`config.mk`:
```
export PLATFORM = sky130hd
export DESIGN_NAME = opt_sequencer
export DESIGN_NICKNAME = d
export VERILOG_FILES = /design/src/rtl/replica_pkg.sv /design/src/rtl/recip_rom.sv /design/src/rtl/opt_sequencer.sv
export SDC_FILE = /design/constraint.sdc
export NUM_CORES = 1
export LEC_CHECK = 0
export BUFFER_PORTS_ARGS = -buffer_cell sky130_fd_sc_hd__buf_2
export CAP_MARGIN = 15
export CORE_ASPECT_RATIO = 2
export CORE_MARGIN = 2
export CORE_UTILIZATION = 40
export DETAILED_ROUTE_END_ITERATION = 8
export PLACE_DENSITY = 0.62
export SETUP_SLACK_MARGIN = 0.02
export SLEW_MARGIN = 40
export SYNTH_ARGS = -nofsm -noshare
export SYNTH_HDL_FRONTEND = slang
export SYNTH_SLANG_ARGS = --single-unit
export TNS_END_PERCENT = 30
```
`constraint.sdc`:
```
create_clock -name clk -period 2.15 [get_ports clk]
set_clock_uncertainty 0.05 [all_clocks]
set_input_delay 0.215 -clock clk [delete_from_list [all_inputs] [get_ports clk]]
set_output_delay 0.215 -clock clk [all_outputs]
set_load 0.05 [all_outputs]
```
`src/rtl/replica_pkg.sv`:
```
// rtl/replica_pkg.sv - shared types and constants for the replica node array and its sequencer
package replica_pkg;

  localparam int EXP_RECIP_W   = 17;
  localparam int EXP_TERMS_MAX = 16;

  typedef enum logic [2:0] {
    IDLE,
    OPT,
    DIST,
    EINIT,
    ERUN,
    EFIN,
    EXCH,
    CHECK
  } seq_state_t;

  function automatic logic [EXP_RECIP_W-1:0] recip_q16(input int k);
    if (k <= 0) return '0;
    return EXP_RECIP_W'((65536 + k / 2) / k);
  endfunction

endpackage

```
`src/rtl/recip_rom.sv`:
```
// rtl/recip_rom.sv - round(2^16/k) lookup for Taylor term k, indexed by k-1
module recip_rom
  import replica_pkg::*;
(
  input  logic [$clog2(EXP_TERMS_MAX)-1:0] idx_i,
  output logic [EXP_RECIP_W-1:0]           recip_o
);

  always_comb begin
    recip_o = '0;
    case (idx_i)
      4'd0:  recip_o = 17'd65536;
      4'd1:  recip_o = 17'd32768;
      4'd2:  recip_o = 17'd21845;
      4'd3:  recip_o = 17'd16384;
      4'd4:  recip_o = 17'd13107;
      4'd5:  recip_o = 17'd10923;
      4'd6:  recip_o = 17'd9362;
      4'd7:  recip_o = 17'd8192;
      4'd8:  recip_o = 17'd7282;
      4'd9:  recip_o = 17'd6554;
      4'd10: recip_o = 17'd5958;
      4'd11: recip_o = 17'd5461;
      4'd12: recip_o = 17'd5041;
      4'd13: recip_o = 17'd4681;
      4'd14: recip_o = 17'd4369;
      4'd15: recip_o = 17'd4096;
      default: recip_o = '0;
    endcase
  end

endmodule

```
`src/rtl/opt_sequencer.sv`:
```
// rtl/opt_sequencer.sv - per-iteration command sequencer broadcasting opt/exp/exchange
// strobes to every replica node
module opt_sequencer
  import replica_pkg::*;
#(
  parameter int EXP_TERMS = 8,
  parameter int DIST_LAT  = 4,
  parameter int EXCH_LAT  = 4,
  parameter int ITER_W    = 24
) (
  input  logic                   clk,
  input  logic                   reset,
  input  logic                   start,
  input  logic [ITER_W-1:0]      iter_num,
  input  logic                   abort,
  output logic                   busy,
  output logic                   done,
  output logic [ITER_W-1:0]      iter_cnt,
  output logic                   opt_run,
  output logic                   exchange_parity,
  output logic                   exp_init,
  output logic                   exp_run,
  output logic                   exp_fin,
  output logic [EXP_RECIP_W-1:0] exp_recip
);

  seq_state_t             state_q;
  logic [ITER_W-1:0]      remaining_q;
  logic [ITER_W-1:0]      iter_cnt_q;
  logic                   parity_q;
  logic [3:0]             dly_q;
  logic [4:0]             term_q;
  logic                   busy_q;
  logic                   done_q;
  logic                   opt_run_q;
  logic                   exp_init_q;
  logic                   exp_run_q;
  logic                   exp_fin_q;
  logic [EXP_RECIP_W-1:0] exp_recip_q;

  logic [$clog2(EXP_TERMS_MAX)-1:0] recip_idx;
  logic [EXP_RECIP_W-1:0]           recip_d;

  // Look up the term that will be presented next cycle: k=1 from EINIT, k=term_q+1 in ERUN.
  assign recip_idx = (state_q == ERUN) ? term_q[3:0] : '0;

  recip_rom u_recip_rom (
    .idx_i   (recip_idx),
    .recip_o (recip_d)
  );

  always_ff @(posedge clk or negedge reset) begin
    if (!reset) begin
      state_q     <= IDLE;
      remaining_q <= '0;
      iter_cnt_q  <= '0;
      parity_q    <= 1'b0;
      dly_q       <= '0;
      term_q      <= '0;
      busy_q      <= 1'b0;
      done_q      <= 1'b0;
      opt_run_q   <= 1'b0;
      exp_init_q  <= 1'b0;
      exp_run_q   <= 1'b0;
      exp_fin_q   <= 1'b0;
      exp_recip_q <= '0;
    end else begin
      opt_run_q   <= 1'b0;
      exp_init_q  <= 1'b0;
      exp_run_q   <= 1'b0;
      exp_fin_q   <= 1'b0;
      exp_recip_q <= '0;
      done_q      <= 1'b0;
      case (state_q)
        IDLE: begin
          if (start) begin
            remaining_q <= iter_num;
            iter_cnt_q  <= '0;
            parity_q    <= 1'b0;
            busy_q      <= 1'b1;
            if (iter_num == '0) begin
              state_q <= CHECK;
            end else begin
              state_q   <= OPT;
              opt_run_q <= 1'b1;
            end
          end
        end
        OPT: begin
          state_q <= DIST;
          dly_q   <= 4'(DIST_LAT - 1);
        end
        DIST: begin
          if (dly_q == 4'd0) begin
            state_q    <= EINIT;
            exp_init_q <= 1'b1;
          end else begin
            dly_q <= dly_q - 4'd1;
          end
        end
        EINIT: begin
          state_q     <= ERUN;
          term_q      <= 5'd1;
          exp_run_q   <= 1'b1;
          exp_recip_q <= recip_d;
        end
        ERUN: begin
          if (term_q == 5'(EXP_TERMS)) begin
            state_q   <= EFIN;
            exp_fin_q <= 1'b1;
          end else begin
            term_q      <= term_q + 5'd1;
            exp_run_q   <= 1'b1;
            exp_recip_q <= recip_d;
          end
        end
        EFIN: begin
          state_q <= EXCH;
          dly_q   <= 4'(EXCH_LAT - 1);
        end
        EXCH: begin
          if (dly_q == 4'd0) begin
            // Bookkeeping lands on entry so done and the new count appear together in CHECK.
            state_q     <= CHECK;
            iter_cnt_q  <= iter_cnt_q + ITER_W'(1);
            remaining_q <= remaining_q - ITER_W'(1);
            parity_q    <= ~parity_q;
            done_q      <= (remaining_q == ITER_W'(1)) || abort;
          end else begin
            dly_q <= dly_q - 4'd1;
          end
        end
        CHECK: begin
          if (done_q) begin
            state_q <= IDLE;
            busy_q  <= 1'b0;
          end else if (remaining_q == '0) begin
            done_q <= 1'b1;
          end else begin
            state_q   <= OPT;
            opt_run_q <= 1'b1;
          end
        end
        default: begin
          state_q <= IDLE;
          busy_q  <= 1'b0;
        end
      endcase
    end
  end

  assign busy            = busy_q;
  assign done            = done_q;
  assign iter_cnt        = iter_cnt_q;
  assign opt_run         = opt_run_q;
  assign exchange_parity = parity_q;
  assign exp_init        = exp_init_q;
  assign exp_run         = exp_run_q;
  assign exp_fin         = exp_fin_q;
  assign exp_recip       = exp_recip_q;

endmodule

```
# Yosys cells after proc, flatten, opt, wreduce, memory -nomap -nowiden
# Memory sizes are Yosys's and may differ from the RTL's.
# Cells that the tools add are included.
word_totals:
  output_inout_bits: 48
  ff_bits: 84
  mem_bits_ro: 272
  n_memories: 1
  in_bits: 28
mem_list:
  columns: ["name", "words", "width", "read_ports", "rd_clocked_by_memory_dff", "write_ports", "line", "source"]
  rows:
  - ["(name not given)", 16, 17, 1, 0, 0, "recip_rom.sv:11", "case (idx_i)"]
op_classes:
  n_eq_ne: 17
  add_sub_neg: 4
  n_reduce_logical: 16
  mux: 42
  bitwise_logic: 1
ops:
  columns: ["cell", "count"]
  rows:
  - ["24-bit two-way mux", 4]
  - ["24-bit case mux with 2 select lines", 2]
  - ["24-bit logical NOT", 2]
  - ["17-bit case mux with 2 select lines", 1]
  - ["24-bit by 1-bit adder with 24-bit output, second input constant", 1]
  - ["24-bit by 1-bit == test with 1-bit output, second input constant", 1]
  - ["3-bit case mux with 8 select lines", 1]
  - ["24-bit by 1-bit subtractor with 24-bit output, second input constant", 1]
  - ["3-bit two-way mux", 7]
  - ["17-bit two-way mux", 1]
  - ["1-bit two-way mux", 16]
  - ["3-bit == test, second input constant", 4]
  - ["2-bit inequality test, second input constant", 6]
  - ["1-bit case mux with 2 select lines", 5]
  - ["5-bit case mux with 2 select lines", 1]
  - ["4-bit two-way mux", 2]
  - ["4-bit case mux with 2 select lines", 1]
  - ["2-bit nonzero test", 4]
  - ["3-bit by 2-bit == test with 1-bit output, second input constant", 2]
  - ["3-bit AND reduction", 2]
  - ["5-bit by 1-bit adder with 5-bit output, second input constant", 1]
  - ["5-bit by 4-bit == test with 1-bit output, second input constant", 1]
  - ["5-bit two-way mux", 1]
  - ["5-bit AND reduction", 1]
  - ["other kinds (10)", 12]

# Depth between registers and ports, before layout
# Gate-level depths: netlist of run 1.
# An unclocked memory read counts as a cell.
logic_depth:
  depth_word: 5
  depth_mapped: 12
  ltp_nobuf: 10

# Modules after synthesis
# A second synthesis of run 1 with hierarchy kept.
unflattened:
  cells_unflattened: 524
  hier_area_um2: 4773.3
by_module_without_submodules:
  columns: ["mod", "cells_each", "area_per_inst_um2", "seq_area_each_um2", "n_inst"]
  rows:
  - ["opt_sequencer", 479, 4411.7, 2102.0, 1]
  - ["recip_rom", 45, 361.6, 0.0, 1]

# Worst setup path after synthesis of run 1
# No wires, ideal clock.
synth_timing:
  path_kind: "register to register"
  from: "register state_q[0]"
  to: "register exp_recip_q[8], in the netlist exp_recip[8]"
  path_buffers: 2
  path_stages_with_launch: 12
  arrival_time_ns: 2.217
  slack_ns: -0.181
  synth_period_minus_slack_ns: 2.331
  path_cell_list: "dfrtp_1 inv_1 ha_1 clkbuf_1 and2_1 clkbuf_1 nand2_1 inv_1 ha_1 nand2_1 a31oi_1 o21a_1"
synth_via:
  elab_chain_cells: 5
  word_cells_on_any_way: 6
  cone_classes: "eq/ne: 2; mux: 3; memory: 1"
synth_rtl:
  columns: ["item", "line", "source"]
  rows:
  - ["from (decl)", "opt_sequencer.sv:27", "seq_state_t state_q;"]
  - ["from (signal assigned)", "opt_sequencer.sv:54", "state_q <= IDLE;"]
  - ["from (signal assigned)", "opt_sequencer.sv:82", "state_q <= CHECK;"]
  - ["from (signal assigned)", "opt_sequencer.sv:84", "state_q <= OPT;"]
  - ["3-bit == test", "opt_sequencer.sv:45, opt_sequencer.sv:74", null]
  - ["4-bit two-way mux", "opt_sequencer.sv:45", "assign recip_idx = (state_q == ERUN) ? term_q[3:0] : '0;"]
  - ["memory read 16 x 17 bit", null, null]
  - ["17-bit two-way mux", "opt_sequencer.sv:108", "if (term_q == 5'(EXP_TERMS)) begin"]
  - ["17-bit case mux with 2 select lines *", "opt_sequencer.sv:74", "case (state_q)"]
  - ["to (signal assigned)", "opt_sequencer.sv:105", "exp_recip_q <= recip_d;"]
  - ["to (signal assigned)", "opt_sequencer.sv:114", "exp_recip_q <= recip_d;"]
  - ["to (decl)", "opt_sequencer.sv:39", "logic [EXP_RECIP_W-1:0] exp_recip_q;"]
# Mark *: on every way between the ends. The rest lies on a longest branch, timed or not.
# A chain may end at the register's enable or synchronous reset.

# Final worst setup path of run 1
layout_timing:
  from: "register remaining_q[0]"
  to: "register remaining_q[14]"
layout_via:
  elab_chain_cells: 3
layout_rtl:
  columns: ["item", "line", "source"]
  rows:
  - ["from (decl)", "opt_sequencer.sv:28", "logic [ITER_W-1:0] remaining_q;"]
  - ["from (signal assigned)", "opt_sequencer.sv:77", "remaining_q <= iter_num;"]
  - ["from (signal assigned)", "opt_sequencer.sv:126", "remaining_q <= remaining_q - ITER_W'(1);"]
  - ["24-bit by 1-bit subtractor with 24-bit output", "opt_sequencer.sv:126", null]
  - ["24-bit two-way mux", "opt_sequencer.sv:122", "if (dly_q == 4'd0) begin"]
  - ["24-bit case mux with 2 select lines", "opt_sequencer.sv:74", null]
# No other way between the ends. The select of a mux whose other input is x is not followed.

==> impl_metrics.env, run 1 <==
export IMPL_p_per_area_nw_per_um2=1100
export IMPL_relSlewSlack=0.636
export IMPL_clockBufferDepth=2
export IMPL_final_cell_mix="dfrtp_1 (84), buf_2 (74), nor2_1 (60)"
export IMPL_p_total_mw=6.70
export IMPL_wl_mm=12.3
export IMPL_max_freq_mhz=463
export IMPL_fin_nets=698
export IMPL_timing_rr_start="remaining_q[0]$_DFFE_PN0P_"
export IMPL_ys_seq_area_frac=0.448
export IMPL_synth_warnings=0
export IMPL_rrSetupSlack_ns=-0.01
export IMPL_dr_pass1_iters=5
export IMPL_cp_required_ns=2.37
export IMPL_hold_ws_ns=0.0509
export IMPL_ant_nets=0
export IMPL_die_width_um=80.6
export IMPL_leakage_nw=2.75
export IMPL_fillCellCount=1102
export IMPL_timing_setup_tns_ns=-0.0131
export IMPL_route_detailed_drc=0
export IMPL_root_buffer="clkbuf_16"
export IMPL_slew_violations=0
export IMPL_crit_arrival_ns=2.39
export IMPL_critPathBufInv=1
export IMPL_avgSynthCellArea_um2=8.88
export IMPL_crit_family="simple AND/OR/NAND/NOR gates"
export IMPL_layout_commonest_cell="dfrtp_1"
export IMPL_grt_pass1_vias=4265
export IMPL_die_h_um=157
export IMPL_row_count=56
export IMPL_synth_nets=576
export IMPL_path_cells="inv_2, ha_4, or3b_4, or3_4, or3_4, mux2_4, nand3_2"
export IMPL_placed_cell_area_um2=5700
export IMPL_synthesis_area_um2=4700
export IMPL_place_gp_congestion=0.834
export IMPL_dieArea_um2=12700
export IMPL_start_util=0.406
export IMPL_holdCritPathClass="in2reg"
export IMPL_clk_latency_ns=0.34
export IMPL_grt_total_usage=0.203
export IMPL_ios=76
export IMPL_synth_async_reset_ratio=1.00
export IMPL_drive_above_1_share=0.305
export IMPL_critPathLaunch="remaining_q[0]$_DFFE_PN0P_"
export IMPL_layout_setup_ws_ns=-0.0113
export IMPL_synthCells=529
export IMPL_status="finished, violations left"
export IMPL_max_stage_delay_ns=0.43
export IMPL_ir_drop_mv=0.680
export IMPL_drt_iter0_markers=245
export IMPL_synthTopCellsByArea="dfrtp_1 (45%), ha_1 (5.1%), a21oi_1 (4.9%)"
export IMPL_cts_max_level=3
export IMPL_synthFlopType="dfrtp_1"
export IMPL_cts_tree="built"
export IMPL_crit_path_max_fanout=5
export IMPL_stdcell_count=800
export IMPL_hold_viol_final=0
export IMPL_hp_start="abort"
export IMPL_setup_viol=2
export IMPL_coreArea_um2=11600
export IMPL_violations="negative setup slack"
export IMPL_design_area_um2=6110
export IMPL_post_route_min_period_ns=2.16
export IMPL_end_kind="register"
export IMPL_post_dp_hpwl_mm=8.84
export IMPL_crit_path_start_kind="register"
export IMPL_syn2layout_area_growth_pct=30.1
export IMPL_cts_inserted_buffers=9
export IMPL_route_vias_total=4354
export IMPL_synth_top_area_share=0.448
export IMPL_fin_util=0.529
export IMPL_wl_per_cell_um=15.3
export IMPL_period_share=1.01
export IMPL_rr_worst_depth=7
export IMPL_crit_type="reg2reg"
export IMPL_max_cap_violations=0
export IMPL_worst_pin_slew_ns=0.547
export IMPL_antennaDiodeCount=0
export IMPL_cp_common_cell="or3_4"
export IMPL_grt_pass1_wl_mm=20.5
export IMPL_ys_ff_latch=84
export IMPL_dp_cells=783
export IMPL_yosys_area_top_type="dfrtp_1"
export IMPL_antenna_found_initial=0
export IMPL_worstHoldPathCells=2
export IMPL_cts_sinks=84
export IMPL_grt_setup_unrepaired="yes"
export IMPL_viasPerCell=5.44
export IMPL_grt_max_degree=46
export IMPL_cp_slowest_cell="dfrtp_1"
export IMPL_dp_slack_ns=-0.101
export IMPL_path_depth=7
export IMPL_path_clk_slew_ns=0.06
export IMPL_yosysUniqueCellTypes=60
export IMPL_io_buffers=75
export IMPL_synth_edf_count=0
export IMPL_grt_overflow=0
==> what timing repair did <==
action | in CTS | in global routing
endpoints found under the setup margin | 13 | 27
cloned | 0 | 0
hold buffers | 1 | 0
pin swaps | 2 | 5
endpoints found under the hold margin | 39 | 0
setup buffers | 1 | 0
resized for setup | 6 | 20
==> layer usage <==
layer | global-route usage | up-vias | routed length [um]
li1 | - | 2157 | -
met3 | 0.0333 | 17 | 477
met5 | 0 | - | 0
met4 | 0.0678 | 0 | 221
met2 | 0.341 | 90 | 6180
met1 | 0.264 | 2090 | 5390
==> synthesized netlist by cell type, drive strengths merged, types with 4 or more instances <==
master / n
a21oi: 46
a31oi: 5
and2: 6
buf: 4
clkbuf: 23
dfrtp: 84
ha: 19
inv: 18
mux2: 4
nand2: 46
nand3: 19
nand4: 17
nor2: 60
nor2b: 4
nor3: 20
nor3b: 4
nor4: 21
o211ai: 4
o21ai: 34
o22a: 5
o22ai: 4
or3: 13
or4: 4
xnor2: 15
xor2: 6
==> registers in the layout, summed over array words and instances (netlist names) <==
name,cells
exp_run,1
dly_q,4
exp_fin,1
iter_cnt,24
term_q,5
opt_run,1
busy,1
exp_recip,17
state_q,3
exchange_parity,1
exp_init,1
remaining_q,24
done,1
==> path summary, 6_finish.rpt <==
path	to
worst max-delay path	remaining_q[14]$_DFFE_PN0P_
worst min-delay path	done$_DFF_PN0_
worst max register to register	remaining_q[14]$_DFFE_PN0P_
worst min register to register	exchange_parity$_DFFE_PN0P_
max in group asynchronous	remaining_q[17]$_DFFE_PN0P_
min in group asynchronous	iter_cnt[20]$_DFFE_PN0P_
==> final cells by class <==
| type | count | area, um2 | share of cell area |
|---|---|---|---|
| clock buffers | 10 | 239 | 0.0391 |
| flip-flops and latches | 84 | 2100 | 0.344 |
| inverters | 18 | 67.6 | 0.0111 |
| clock inverters | 5 | 61.3 | 0.0100 |
| well taps | 145 | 181 | 0.0297 |
| repair buffers | 138 | 907 | 0.148 |
| multi-input cells | 400 | 2550 | 0.418 |
==> where the power goes <==
group          switching [mW]  leakage [nW]  total [mW]  internal, mW
Clock                   0.642         0.137        1.57         0.929
Combinational            1.65          1.53        2.81          1.16
Sequential              0.365          1.09        2.32          1.96
==> cells by family (layout without fill, tap and decap cells) <==
| group | count (synthesis) | count (layout) | share of synthesized area |
|---|---|---|---|
| muxes | 7 | 7 | 0.0160 |
| AOI/OAI and AO/OA | 124 | 124 | 0.161 |
| adders and majority gates | 19 | 19 | 0.0506 |
| DFF | 84 | 84 | 0.448 |
| buffers and inverters | 45 | 171 | 0.0378 |
| xor gates and xnor gates | 21 | 21 | 0.0392 |
| and+or+nand+nor | 229 | 229 | 0.248 |
No activity file was read; power rests on OpenSTA's default activity.
==> run 2, diff against run 1 <==
--- a/config.mk
+++ b/config.mk
@@ -7,11 +7,13 @@
 export LEC_CHECK = 0
 export BUFFER_PORTS_ARGS = -buffer_cell sky130_fd_sc_hd__buf_2
 export CAP_MARGIN = 15
+export CELL_PAD_IN_SITES_DETAIL_PLACEMENT = 0
+export CELL_PAD_IN_SITES_GLOBAL_PLACEMENT = 2
 export CORE_ASPECT_RATIO = 2
 export CORE_MARGIN = 2
-export CORE_UTILIZATION = 40
+export CORE_UTILIZATION = 31
 export DETAILED_ROUTE_END_ITERATION = 8
-export PLACE_DENSITY = 0.62
+export PLACE_DENSITY = 0.76
 export SETUP_SLACK_MARGIN = 0.02
 export SLEW_MARGIN = 40
 export SYNTH_ARGS = -nofsm -noshare
==> impl_metrics.env, run 2 (synthesis results as in run 1) <==
export IMPL_status="finished, violations left"
export IMPL_violations="negative setup slack"
export IMPL_start_util=0.317
export IMPL_max_freq_mhz=457
export IMPL_dr_pass1_iters=4
export IMPL_timing_rr_start="remaining_q[5]$_DFFE_PN0P_"
export IMPL_grt_total_usage=0.188
export IMPL_drive_above_1_share=0.310
export IMPL_hold_viol_final=0
export IMPL_design_area_um2=6260
export IMPL_layout_setup_ws_ns=-0.0370
export IMPL_fin_util=0.422
export IMPL_cts_tree="built"
export IMPL_die_width_um=91.0
export IMPL_setup_viol=2
export IMPL_reg2reg_to="remaining_q[15]$_DFFE_PN0P_"
export IMPL_grt_setup_unrepaired="yes"
export IMPL_clockBufferDepth=2
export IMPL_rrSetupSlack_ns=-0.04
export IMPL_wl_per_cell_um=17.4
export IMPL_cts_inserted_buffers=9
export IMPL_crit_path_max_fanout=3
export IMPL_grt_pass1_wl_mm=24.0
export IMPL_crit_type="reg2reg"
export IMPL_cp_required_ns=2.39
export IMPL_cts_max_level=3
export IMPL_row_count=63
export IMPL_route_vias_total=4568
export IMPL_coreArea_um2=14800
export IMPL_place_gp_congestion=0.859
export IMPL_drt_iter0_markers=211
export IMPL_slew_violations=0
export IMPL_ir_drop_mv=0.616
export IMPL_relSlewSlack=0.606
export IMPL_worst_pin_slew_ns=0.592
export IMPL_use_met3=0.0270
export IMPL_fin_nets=707
export IMPL_post_dp_hpwl_mm=11.2
export IMPL_worstHoldPathCells=2
export IMPL_timing_setup_tns_ns=-0.0684
export IMPL_grt_overflow=0
export IMPL_period_share=1.02
export IMPL_end_kind="register"
export IMPL_crit_arrival_ns=2.42
export IMPL_antenna_found_initial=0
export IMPL_cts_sinks=84
export IMPL_path_cells="or4_4, or4_4, or3_1, a21oi_1, o22a_2"
export IMPL_clk_latency_ns=0.34
export IMPL_max_cap_violations=0
export IMPL_hp_start="abort"
export IMPL_p_per_area_nw_per_um2=1120
export IMPL_layout_commonest_cell="dfrtp_1"
export IMPL_cp_common_cell="or4_4"
export IMPL_placed_cell_area_um2=5810
export IMPL_die_h_um=178
export IMPL_met1_usage=0.192
export IMPL_root_buffer="clkbuf_16"
export IMPL_route_detailed_drc=0
export IMPL_cp_slowest_cell="or4_4"
export IMPL_max_stage_delay_ns=0.56
export IMPL_grt_use_met2=0.371
export IMPL_holdCritPathClass="in2reg"
export IMPL_holdPathEnd="done$_DFF_PN0_"
export IMPL_ant_nets=0
export IMPL_crit_path_start_kind="register"
export IMPL_grt_max_degree=45
export IMPL_leakage_nw=2.80
export IMPL_post_route_min_period_ns=2.19
export IMPL_io_buffers=75
export IMPL_final_cell_mix="dfrtp_1 (84), buf_2 (74), buf_4 (67)"
export IMPL_syn2layout_area_growth_pct=33.3
export IMPL_path_clk_slew_ns=0.06
export IMPL_ios=76
export IMPL_viasPerCell=5.31
export IMPL_dieArea_um2=16200
export IMPL_antennaDiodeCount=0
export IMPL_grt_pass1_vias=4768
export IMPL_rr_worst_depth=5
export IMPL_grt_busiest_layer="met2"
export IMPL_wl_mm=15.0
[run 2: timing repair]
item	4_1_cts	5_1_grt
gates resized for setup	4	19
hold endpoints to repair	40	0
setup buffers	1	2
setup endpoints to repair	11	27
pin swaps	1	1
hold buffers	1	0
[run 2: worst max path at each step]
| stage | startpoint | to | cells after the start |
|---|---|---|---|
| after floorplan | remaining_q[5]$_DFFE_PN0P_ | remaining_q[15]$_DFFE_PN0P_ | 5 |
| after global placement | dly_q[1]$_DFFE_PN0P_ | iter_cnt[22]$_DFFE_PN0P_ | 7 |
| after detailed placement | dly_q[0]$_DFFE_PN0P_ | iter_cnt[18]$_DFFE_PN0P_ | 7 |
| after CTS | remaining_q[5]$_DFFE_PN0P_ | remaining_q[15]$_DFFE_PN0P_ | 5 |
| after global routing | remaining_q[5]$_DFFE_PN0P_ | remaining_q[15]$_DFFE_PN0P_ | 5 |
| final | remaining_q[5]$_DFFE_PN0P_ | remaining_q[15]$_DFFE_PN0P_ | 5 |
[run 2: final cells by class]
type / count / area, um2
fill: 1528 / 8560
multi-input combinational: 400 / 2540
sequential: 84 / 2100
timing repair buffer: 147 / 975
tap: 195 / 244
clock buffer: 10 / 239
clock inverter: 6 / 87.6
inverter: 18 / 67.6
[run 2: worst max-delay path, delay by kind of cell (launching register included)]
family / cells / cell delay, ns
AND/OR/NAND/NOR: 3 / 1.42
AO/OA/AOI/OAI: 2 / 0.29
flip-flops: 1 / 0.38
[run 2: metal layers]
metal / routed length (um) / part of all wire
met1: 5520 / 0.37
met3: 466 / 0.031
met4: 572 / 0.038
met2: 8400 / 0.56
met5: 0 / 0
[run 2: power by group]
part           leakage, nW  switching (mW)  internal [mW]
sequential            1.09           0.376           1.96
clock                0.151           0.685           1.05
combinational         1.56            1.74           1.20
[run 2: stage by stage]
stage	hold WS (ns)	setup WS, ns	std cells	total power [mW]
after floorplan	-0.131	-0.0371	529	4.05
after global placement	0.201	-0.0558	840	5.14
after detailed placement	0.205	-0.126	840	5.19
after CTS	0.0339	-0.0362	858	6.95
after global routing	0.0488	-0.0955	860	7.42
final	0.0390	-0.0370	860	7.00
